**src/rtl/vx_csr_arb_pkg.sv**
```systemverilog
// Shared types and helpers for the CSR read-modify-write arbiter.
package vx_csr_arb_pkg;

    typedef enum logic [1:0] {
        CSR_OP_RW = 2'd0,
        CSR_OP_RS = 2'd1,
        CSR_OP_RC = 2'd2,
        CSR_OP_RD = 2'd3
    } csr_op_e;

    typedef enum logic [1:0] {
        ARB_IDLE  = 2'd0,
        ARB_READ  = 2'd1,
        ARB_WRITE = 2'd2,
        ARB_RSP   = 2'd3
    } arb_state_e;

    // Takes the two top address bits; 2'b11 marks a read-only CSR.
    function automatic logic csr_is_ro(input logic [1:0] addr_hi);
        return addr_hi == 2'b11;
    endfunction

endpackage

```
**src/rtl/vx_csr_rr_grant.sv**
```systemverilog
// One-hot grant among NUM_REQS requesters, searching upward from ptr.
module vx_csr_rr_grant #(
    parameter int NUM_REQS = 2,
    parameter int IDXW     = 1
) (
    input  logic [NUM_REQS-1:0] valid,
    input  logic [IDXW-1:0]     ptr,
    input  logic                enable,
    output logic [NUM_REQS-1:0] grant,
    output logic [IDXW-1:0]     index
);

    logic found;
    int   pos;

    always_comb begin
        grant = '0;
        index = '0;
        found = 1'b0;
        pos   = 0;
        for (int i = 0; i < NUM_REQS; i++) begin
            pos = int'(ptr) + i;
            if (pos >= NUM_REQS) begin
                pos = pos - NUM_REQS;
            end
            if (enable && !found && valid[pos]) begin
                found      = 1'b1;
                grant[pos] = 1'b1;
                index      = IDXW'(pos);
            end
        end
    end

endmodule

```
**src/rtl/vx_csr_rmw_arb.sv**
```systemverilog
// Atomic CSR read-modify-write sequencer shared by NUM_REQS requesters.
// CSR_ARB_FIXED_PRIO_EN: lowest index wins instead of round-robin.
module vx_csr_rmw_arb
    import vx_csr_arb_pkg::*;
#(
    parameter int NUM_REQS   = 2,
    parameter int ADDR_BITS  = 12,
    parameter int WID_BITS   = 2,
    parameter int DATA_WIDTH = 32
) (
    input  logic                           clk,
    input  logic                           reset,
    input  logic [NUM_REQS-1:0]            req_valid,
    output logic [NUM_REQS-1:0]            req_ready,
    input  logic [NUM_REQS*2-1:0]          req_op,
    input  logic [NUM_REQS*ADDR_BITS-1:0]  req_addr,
    input  logic [NUM_REQS*WID_BITS-1:0]   req_wid,
    input  logic [NUM_REQS*DATA_WIDTH-1:0] req_data,
    output logic [NUM_REQS-1:0]            rsp_valid,
    input  logic [NUM_REQS-1:0]            rsp_ready,
    output logic [DATA_WIDTH-1:0]          rsp_data,
    output logic                           rsp_err,
    output logic                           csr_read_enable,
    output logic [ADDR_BITS-1:0]           csr_read_addr,
    output logic [WID_BITS-1:0]            csr_read_wid,
    input  logic [DATA_WIDTH-1:0]          csr_read_data,
    output logic                           csr_write_enable,
    output logic [ADDR_BITS-1:0]           csr_write_addr,
    output logic [WID_BITS-1:0]            csr_write_wid,
    output logic [DATA_WIDTH-1:0]          csr_write_data,
    input  logic                           stall
);

    localparam int IDXW = (NUM_REQS > 1) ? $clog2(NUM_REQS) : 1;

    arb_state_e            state;
    arb_state_e            state_n;
    logic [IDXW-1:0]       ptr;
    logic [IDXW-1:0]       sel;
    logic [IDXW-1:0]       gnt_idx;
    logic [NUM_REQS-1:0]   gnt;
    csr_op_e               op_q;
    logic [ADDR_BITS-1:0]  addr_q;
    logic [WID_BITS-1:0]   wid_q;
    logic [DATA_WIDTH-1:0] data_q;
    logic [DATA_WIDTH-1:0] old_q;
    logic                  err_q;
    logic [DATA_WIDTH-1:0] new_val;
    logic                  need_write;
    logic                  is_ro;

    vx_csr_rr_grant #(
        .NUM_REQS (NUM_REQS),
        .IDXW     (IDXW)
    ) u_grant (
        .valid  (req_valid),
        .ptr    (ptr),
        .enable ((state == ARB_IDLE) && !stall),
        .grant  (gnt),
        .index  (gnt_idx)
    );

    assign is_ro = csr_is_ro(addr_q[ADDR_BITS-1 -: 2]);

    // A zero set/clear mask leaves the CSR untouched, so it is not a write.
    assign need_write = (op_q == CSR_OP_RW)
                     || (((op_q == CSR_OP_RS) || (op_q == CSR_OP_RC))
                         && (|data_q));

    always_comb begin
        unique case (op_q)
            CSR_OP_RW: new_val = data_q;
            CSR_OP_RS: new_val = old_q | data_q;
            CSR_OP_RC: new_val = old_q & ~data_q;
            default:   new_val = old_q;
        endcase
    end

    always_ff @(posedge clk or posedge reset) begin
        if (reset) begin
            state <= ARB_IDLE;
        end else begin
            state <= state_n;
        end
    end

    always_comb begin
        state_n = state;
        unique case (state)
            ARB_IDLE: begin
                if (|gnt) state_n = ARB_READ;
            end
            ARB_READ: begin
                if (!stall) begin
                    state_n = (need_write && !is_ro) ? ARB_WRITE : ARB_RSP;
                end
            end
            ARB_WRITE: begin
                if (!stall) state_n = ARB_RSP;
            end
            ARB_RSP: begin
                if (rsp_ready[sel]) state_n = ARB_IDLE;
            end
            default: state_n = ARB_IDLE;
        endcase
    end

    always_comb begin
        req_ready        = '0;
        rsp_valid        = '0;
        rsp_err          = 1'b0;
        csr_read_enable  = 1'b0;
        csr_write_enable = 1'b0;
        unique case (state)
            ARB_IDLE:  req_ready = gnt;
            ARB_READ:  csr_read_enable = 1'b1;
            ARB_WRITE: csr_write_enable = !stall;
            ARB_RSP: begin
                rsp_valid = NUM_REQS'(1) << sel;
                rsp_err   = err_q;
            end
            default: ;
        endcase
    end

    always_ff @(posedge clk or posedge reset) begin
        if (reset) begin
            ptr    <= '0;
            sel    <= '0;
            op_q   <= CSR_OP_RW;
            addr_q <= '0;
            wid_q  <= '0;
            data_q <= '0;
            old_q  <= '0;
            err_q  <= 1'b0;
        end else begin
            if ((state == ARB_IDLE) && (|gnt)) begin
                sel    <= gnt_idx;
                op_q   <= csr_op_e'(req_op[2*int'(gnt_idx) +: 2]);
                addr_q <= req_addr[ADDR_BITS*int'(gnt_idx) +: ADDR_BITS];
                wid_q  <= req_wid[WID_BITS*int'(gnt_idx) +: WID_BITS];
                data_q <= req_data[DATA_WIDTH*int'(gnt_idx) +: DATA_WIDTH];
`ifdef CSR_ARB_FIXED_PRIO_EN
                ptr    <= '0;
`else
                ptr    <= (gnt_idx == IDXW'(NUM_REQS - 1)) ? '0
                                                           : gnt_idx + 1'b1;
`endif
            end
            // Re-captured every READ cycle so a stalled read stays fresh.
            if (state == ARB_READ) begin
                old_q <= csr_read_data;
                err_q <= need_write && is_ro;
            end
        end
    end

    assign rsp_data       = old_q;
    assign csr_read_addr  = addr_q;
    assign csr_read_wid   = wid_q;
    assign csr_write_addr = addr_q;
    assign csr_write_wid  = wid_q;
    assign csr_write_data = new_val;

endmodule
```
**config.mk**
```make
export PLATFORM = sky130hd
export DESIGN_NAME = vx_csr_rmw_arb
export DESIGN_NICKNAME = d
export VERILOG_FILES = /design/src/rtl/vx_csr_arb_pkg.sv /design/src/rtl/vx_csr_rr_grant.sv /design/src/rtl/vx_csr_rmw_arb.sv
export SDC_FILE = /design/constraint.sdc
export NUM_CORES = 1
export LEC_CHECK = 0
export CAP_MARGIN = 20
export CORE_UTILIZATION = 40
export CTS_BUF_LIST = sky130_fd_sc_hd__clkbuf_16
export CTS_CLUSTER_SIZE = 14
export DETAILED_ROUTE_END_ITERATION = 8
export PLACE_DENSITY = 0.88
export REMOVE_ABC_BUFFERS = 1
export SLEW_MARGIN = 20
export SYNTH_ARGS = -nofsm -noshare
export SYNTH_HDL_FRONTEND = slang
export SYNTH_SLANG_ARGS = --single-unit
```
**constraint.sdc**
```tcl
create_clock -name clk -period 3 [get_ports clk]
set_input_delay 0.6 -clock clk [delete_from_list [all_inputs] [get_ports clk]]
set_output_delay 0.6 -clock clk [all_outputs]
set_load 0.02 [all_outputs]
```
==> run metrics, run 1 <==
Fin Setup TNS 0 ns; Avg Cell Area, Syn 11.6 um2; Synth area leader dfrtp_1; Placer Congestion 0.775; asr flop ratio synth 100%; count leader, synth dfrtp_1; Post-synth EDFFs 0; top_reg_cell synth dfrtp_1; Worst Setup End Kind output pin; grt total ovfl 0; clock buffer depth 2; Core Box Area 10800 um2; maximum vdd drop 0.000706 V; Area Growth Syn to Fin 57.7%; I/O pin total 234; die area 11500 um2; part of the Yosys area used for sequential elements a little under half; Antenna Nets Post-Route 0; Synth Register Bits 85; Syn Inst Count ~380; commonest cells in the netlist dfrtp_1 (85), a21o_1 (51), a22o_1 (48); worst skew pair latency 0.34 ns; Clock Skews 0.00532 ns; GRT Util Overall 24.7%; Inserted Diodes 0; status finished clean; pwr dens 1180 nW/um2; Final Non-Filler Cells 740; # rows 38; die height 107 um; Worst Path Arrival 2.33 ns; RSZ-0062 raised after global routing false; vias in the first global route 4200; share of the synthesized area in the top cell type a little under half; final WL ~14000 um; IO Port Bufs 233; CTS Root Cell clkbuf_16; Hold-fix buffers, CTS 0; Synthesis Warnings 0; crit-path cells inv_1, ha_1, nor2b_2, nand2_1, a21oi_4, clkdlybuf4s50_1; Peak Freq roughly 0.34 GHz; Synth area leaders dfrtp_1 (48%), a22o_1 (9.5%), a21o_1 (8.6%); Hold WS 0.534 ns; DP Wirelength ~10000 um; crit share post-route 97.5%; first-iteration detailed-routing DRC count 185; total CTS buffers 9; Fin. Hold Viols 0; Synth cell types 34; largest net degree at the start of global routing 50; CTS HTree Levels 3; cell total after placement between 700 and 800; Vias 4064; max_slew headroom roughly 50%; WL per Instance 18.9 um; fin. max-slew vios 0; Final #Nets ~740; layout cells sized above 1 a little over a tenth; Leak ~3.3 nW; drt drc 0; Slowest cell on crit path clkdlybuf4s50_1; total chip power 8.23 mW; Worst Path Required 2.40 ns; mapped cell area 4440 um2; CTS tree built; Worst-Margin Slew 0.745 ns; Worst path max stage delay 0.63 ns; Crit Path Max Fanout 5; Clock transition at path regs 0.06 ns; WS Path Type flop to output pin; Worst Hold Class flop to flop; Startpoint Class flop; Pre-Repair DR Iteration Count 4; Max-cap violations 0; initial antenna violation count 0; fin crit period 2.93 ns; Die W 107 um; first-pass GRT wire length 21600 um; DR vias/cell 5.49; clock sink total 85; setup violators final 0; starting density of the core 40.9%
-- critical path: cells and delay by family, from the launching register on --
| kind | cells | cell delay, ns |
|---|---|---|
| AOI/OAI and AO/OA | 1 | 0.17 |
| DFF | 1 | 0.45 |
| adders and majority gates | 1 | 0.22 |
| and+or+nand+nor | 2 | 0.36 |
| buffers and inverters | 2 | 0.79 |
-- routing by layer --
layer | GRT usage [%] | wire [um] | vias up
met3 | 5.93 | 1060 | 23
met5 | 0 | 0 | -
met1 | 30.4 | 5530 | 2008
met2 | 42.7 | 7140 | 181
li1 | - | - | 1852
met4 | 8.02 | 243 | 0
-- repair_timing --
action,in CTS,in global routing
resized for setup,31,0
setup buffers,0,0
setup endpoints to repair,31,0
-- cell usage in the layout, fill, tap and decap left out, drive strengths merged --
cell type      count
clkbuf             9
o21ai              4
or3                1
nor2               3
nor2b              3
nor3               1
mux2i              2
and3               2
a221o              1
a21oi              5
a22o              48
o21bai             1
clkdlybuf4s50    202
mux2              32
nor4               8
and2               2
nand2b             1
inv               10
a21o              51
dlygate4sd2       31
ha                 9
nand4              2
a221oi             1
buf               13
a32o              30
nand3b             1
o211ai             1
o21a               2
or2                1
nand2             33
clkinvlp           2
dfrtp             85
clkinv             3
-- final cells by class --
cell class	instances	area, um2
timing repair buffer	246	2400
tap	140	175
fill	835	3840
sequential	85	2130
multi-input combinational	245	2000
clock inverter	7	36.3
inverter	8	31.3
clock buffer	9	225
-- worst paths after layout --
check | slack [ns] | cells after the start | start | endpoint
setup reg to reg | 0.77 | 7 | state[0] | data_q[7]
hold reg to reg | 0.53 | 1 | rsp_data[3] | rsp_data[3]
max in group asynchronous | 1.64 | 3 | reset | csr_read_addr[0]
min in group asynchronous | 0.70 | 2 | reset | csr_read_addr[9]
hold / removal | 0.53 | 1 | rsp_data[3] | rsp_data[3]
setup / recovery | 0.07 | 6 | state[0] | req_ready[0]
-- state kept, by name, indices dropped and copies added (netlist names) --
name           cells
csr_read_addr     12
csr_read_wid       2
data_q            32
err_q              1
op_q               2
ptr                1
rsp_data          32
sel                1
state              2
-- per-stage QoR --
| stage | setup slack, ns | cell area (um2) | util (%) |
|---|---|---|---|
| floorplan | -0.491 | 4130 | - |
| global placement | 0.180 | 6770 | 62.5 |
| detailed placement | 0.194 | 6770 | 62.5 |
| CTS | 0.0801 | 7000 | 64.5 |
| global route | 0.000784 | 7000 | 64.5 |
| finish | 0.0740 | 7000 | 64.5 |
-- report_power, final --
part	internal, mW	leakage (nW)	switching, mW
Sequential	1.71	1.04	0.549
Clock	0.549	0.135	0.452
Combinational	2.49	2.09	2.48
-- logic make-up (layout without fill, tap and decap cells) --
logic type,after synthesis,count (layout),share of synthesized area [%]
muxes,34,34,8.66
buffers and inverters,52,270,7.67
adders and majority gates,9,9,2.54
and+or+nand+nor,58,58,6.20
AOI/OAI and AO/OA,144,144,27.0
DFF,85,85,47.9
Note: power is estimated with default switching activity, not from simulation.
==> run 2, diff against run 1 <==
Settings changed: ABC_AREA set to 1.
==> run 2 against run 1 <==
  * Synthesized area grew 2.4%
  * Largest power group unchanged
  * Register-to-register slack better by 0.16 ns
  * Combinational power rose by 7.4%
  * Sequential share of layout area down 0.98 points
  * Cell count is 17% higher
  * Worst setup slack improved by 0.069 ns
  * Critical path type unchanged
  * Hold slack got worse by 0.0071 ns
  * Synthesized cell count increased by 33%
  * First-iteration DRC count grew 56%
  * Clock power increased by 15%
  * Die area is 2.3% higher
  * Largest cell class unchanged
==> run metrics, run 2 <==
total CTS buffers 9 (unchanged); crit share post-route 95.2% (-2.3 points); asr flop ratio synth 100% (unchanged); DP Area 6910 um2 (+2.0%); Worst Path Required 2.40 ns (about the same); Synth area leader dfrtp_1; drt drc 0 (unchanged); sw power 3.71 mW (+6.4%); share of the synthesized area in the top cell type 46.8% (-1.1 points); most frequent cells in the layout clkdlybuf4s50_1 (227), nand2_1 (111), dfrtp_1 (85); vias in the first global route 4730 (+13%); die area 11800 um2 (+2.3%); CP delay by family, top buffers and inverters; Die W 109 um (+1.2%); I/O pin total 234 (unchanged); clock sink total 85 (unchanged); IO Port Bufs 233 (unchanged); worst hold path depth 1 (unchanged); status finished clean; Pre-Repair DR Iteration Count 5 (+1); part of the Yosys area used for sequential elements 46.8% (-1.1 points); starting density of the core 41.5% (+0.61 points); worst skew pair latency 0.33 ns (about the same); final WL 14900 um (+6.6%); Internal 4.91 mW (+3.4%); crit-path cells ha_1, o21bai_2, buf_4, o22ai_1, clkdlybuf4s50_1; first-iteration detailed-routing DRC count 288 (+56%); max_slew headroom 51.0% (+0.73 points); commonest cells in the netlist nand2_1 (111), dfrtp_1 (85), inv_1 (50); cell count along the critical path 5 (-1); maximum vdd drop 0.000687 V (-2.7%); Worst-Margin Slew 0.735 ns (-0.0102 ns); Syn Inst Count 508 (+33%); Worst Reg-to-Reg Cells 9 (+2); mapped cell area 4540 um2 (+2.4%); Final WS setup 0.143 ns (+0.0690 ns); CTS Root Cell clkbuf_16; Crit Path Max Fanout 17 (+12); # rows 38 (unchanged); clock buffer depth 2 (unchanged); post-CTS resize count 0 (-100%); RSZ-0062 raised after global routing true; Synth area leaders dfrtp_1 (47%), nand2_1 (9.2%), mux2_2 (7.4%); Clock Skews 0.00346 ns (-0.00187 ns); Clock transition at path regs 0.06 ns (about the same); Final #Nets 867 (+17%); Leak 3.10 nW (-4.8%); crit path from op_q[0]; grt total ovfl 0 (unchanged); layout cells sized above 1 11.7% (+0.84 points); Slowest cell on crit path clkdlybuf4s50_1; Avg Cell Area, Syn 8.94 um2 (-23%); Placer Congestion 0.816 (+5.2%); commonest non-fill, non-tap cell in the layout clkdlybuf4s50_1; Sw Ratio 43.0% (+0.70 points); Vias 4527 (+11%); die height 109 um (+1.2%); top_reg_cell synth dfrtp_1; Hold-fix buffers, CTS 0 (unchanged); GRT Util Overall 25.1% (+0.38 points); Design Area, Final 7230 um2 (+3.3%); fin. max-slew vios 0 (unchanged); first-pass GRT wire length 22600 um (+4.7%); Synthesis Warnings 0 (unchanged); fin crit period 2.86 ns (-0.0690 ns); WL per Instance 17.2 um (-9.1%); Fin Setup TNS 0 ns (unchanged); largest net degree at the start of global routing 50 (unchanged); Max-cap violations 0 (unchanged); clock share of power 13.4% (+1.2 points); initial antenna violation count 0 (unchanged); dpl ws 0.339 ns (+0.145 ns); CTS HTree Levels 3 (unchanged); CTS tree built; Fin. Hold Viols 0 (unchanged); Startpoint Class flop; FILL cells 874 (+4.7%); Inserted Diodes 0 (unchanged); Buf/Inv on CP 2 (unchanged); worst hold start rsp_data[19]; Post-synth EDFFs 0 (unchanged); DR vias/cell 5.22 (-5.0%); setup violators final 0 (unchanged); Area Growth Syn to Fin 59.2%; Worst path max stage delay 0.65 ns (+0.02 ns); R2R Setup Slk 0.93 ns (+0.16 ns); DP Wirelength 10900 um (+6.9%); Synth cell types 25 (-26%); Worst Setup End Kind output pin; worst reg2reg startpoint state[1]; Peak Freq 0.350 GHz (+2.4%); Antenna Nets Post-Route 0 (unchanged); Core Box Area 10900 um2 (+0.88%); Synth Register Bits 85 (unchanged); WS Path Type flop to output pin; Seq pwr share 24.6% (-2.8 points); pwr dens 1190 nW/um2 (+1.3%); Logic pwr share 62.0% (+1.6 points); count leader, synth nand2_1; Worst Path Arrival 2.26 ns (-0.07 ns); postcts setup bufs 0 (unchanged); Worst Hold Class flop to flop
run 2: cell count changes after synthesis, sizes merged, moves of 3 or more:
cell,change
a21o,-51
a21oi,-3
a22o,-48
a32o,-30
inv,+45
nand2,+88
nand3,+31
nor2,+24
nor2b,-3
nor4,-8
o211ai,+34
o21ai,+35
o22ai,+32
run 2: routing by layer:
metal | vias up | global-route usage, % | share of wire (%)
met5 | - | 0 | 0
met4 | 0 | 11.0 | 2.1
met1 | 2189 | 29.3 | 39
met2 | 188 | 44.5 | 52
met3 | 28 | 4.88 | 6.1
li1 | 2122 | - | -
run 2: cell families (layout without fill, tap and decap cells):
family	Yosys count	after routing	synth area share, %
buffers and inverters	95	315	10.1
flip-flops	85	85	46.8
AO/OA/AOI/OAI	110	110	15.1
adder cells (fa/ha/maj)	9	9	2.48
multiplexers	30	30	7.44
AND/OR/NAND/NOR	179	179	18.0
run 2: stage by stage:
stage	utilization, %	instances	hold slack (ns)	total power [mW]
after floorplan	-	466	0.493	4.89
after global placement	63.2	852	0.511	7.31
after detailed placement	63.2	852	0.513	7.47
after CTS	66.0	868	0.530	8.66
after global routing	66.1	868	0.549	9.10
final	66.1	868	0.526	8.62
run 2: worst paths after layout:
| path | to |
|---|---|
| max in group asynchronous | data_q[3] |
| worst min-delay path | rsp_data[19] |
| worst max register to register | data_q[20] |
| worst min register to register | rsp_data[19] |
| min in group asynchronous | csr_read_addr[6] |
| worst max-delay path | csr_write_data[27] |
run 2: layout make-up:
cell class	instances	area [um2]	area share, %
clock inverter	7	81.3	1.12
tap	140	175	2.42
inverter	53	200	2.77
multi-input combinational	328	1960	27.2
clock buffer	9	225	3.12
sequential	85	2130	29.4
timing repair buffer	246	2460	34.0
run 2: power by group through the flow:
| stage | clock [mW] | combinational, mW | sequential, mW |
|---|---|---|---|
| detailed placement | 0 | 5.34 | 2.13 |
| CTS | 1.17 | 5.37 | 2.12 |
| global placement | 0 | 5.21 | 2.10 |
| finish | 1.15 | 5.34 | 2.12 |
| global route | 1.23 | 5.67 | 2.20 |
| floorplan | 0 | 2.36 | 2.53 |
run 2: worst register-to-register path: stages (launching register included):
cell and delay (ns):
dfrtp_1 0.40, inv_1 0.15, ha_1 0.18, inv_2 0.05, nor2_4 0.17, nand3_4 0.10, buf_4 0.22, nand2_4 0.23
buf_4 0.30, o211ai_1 0.13
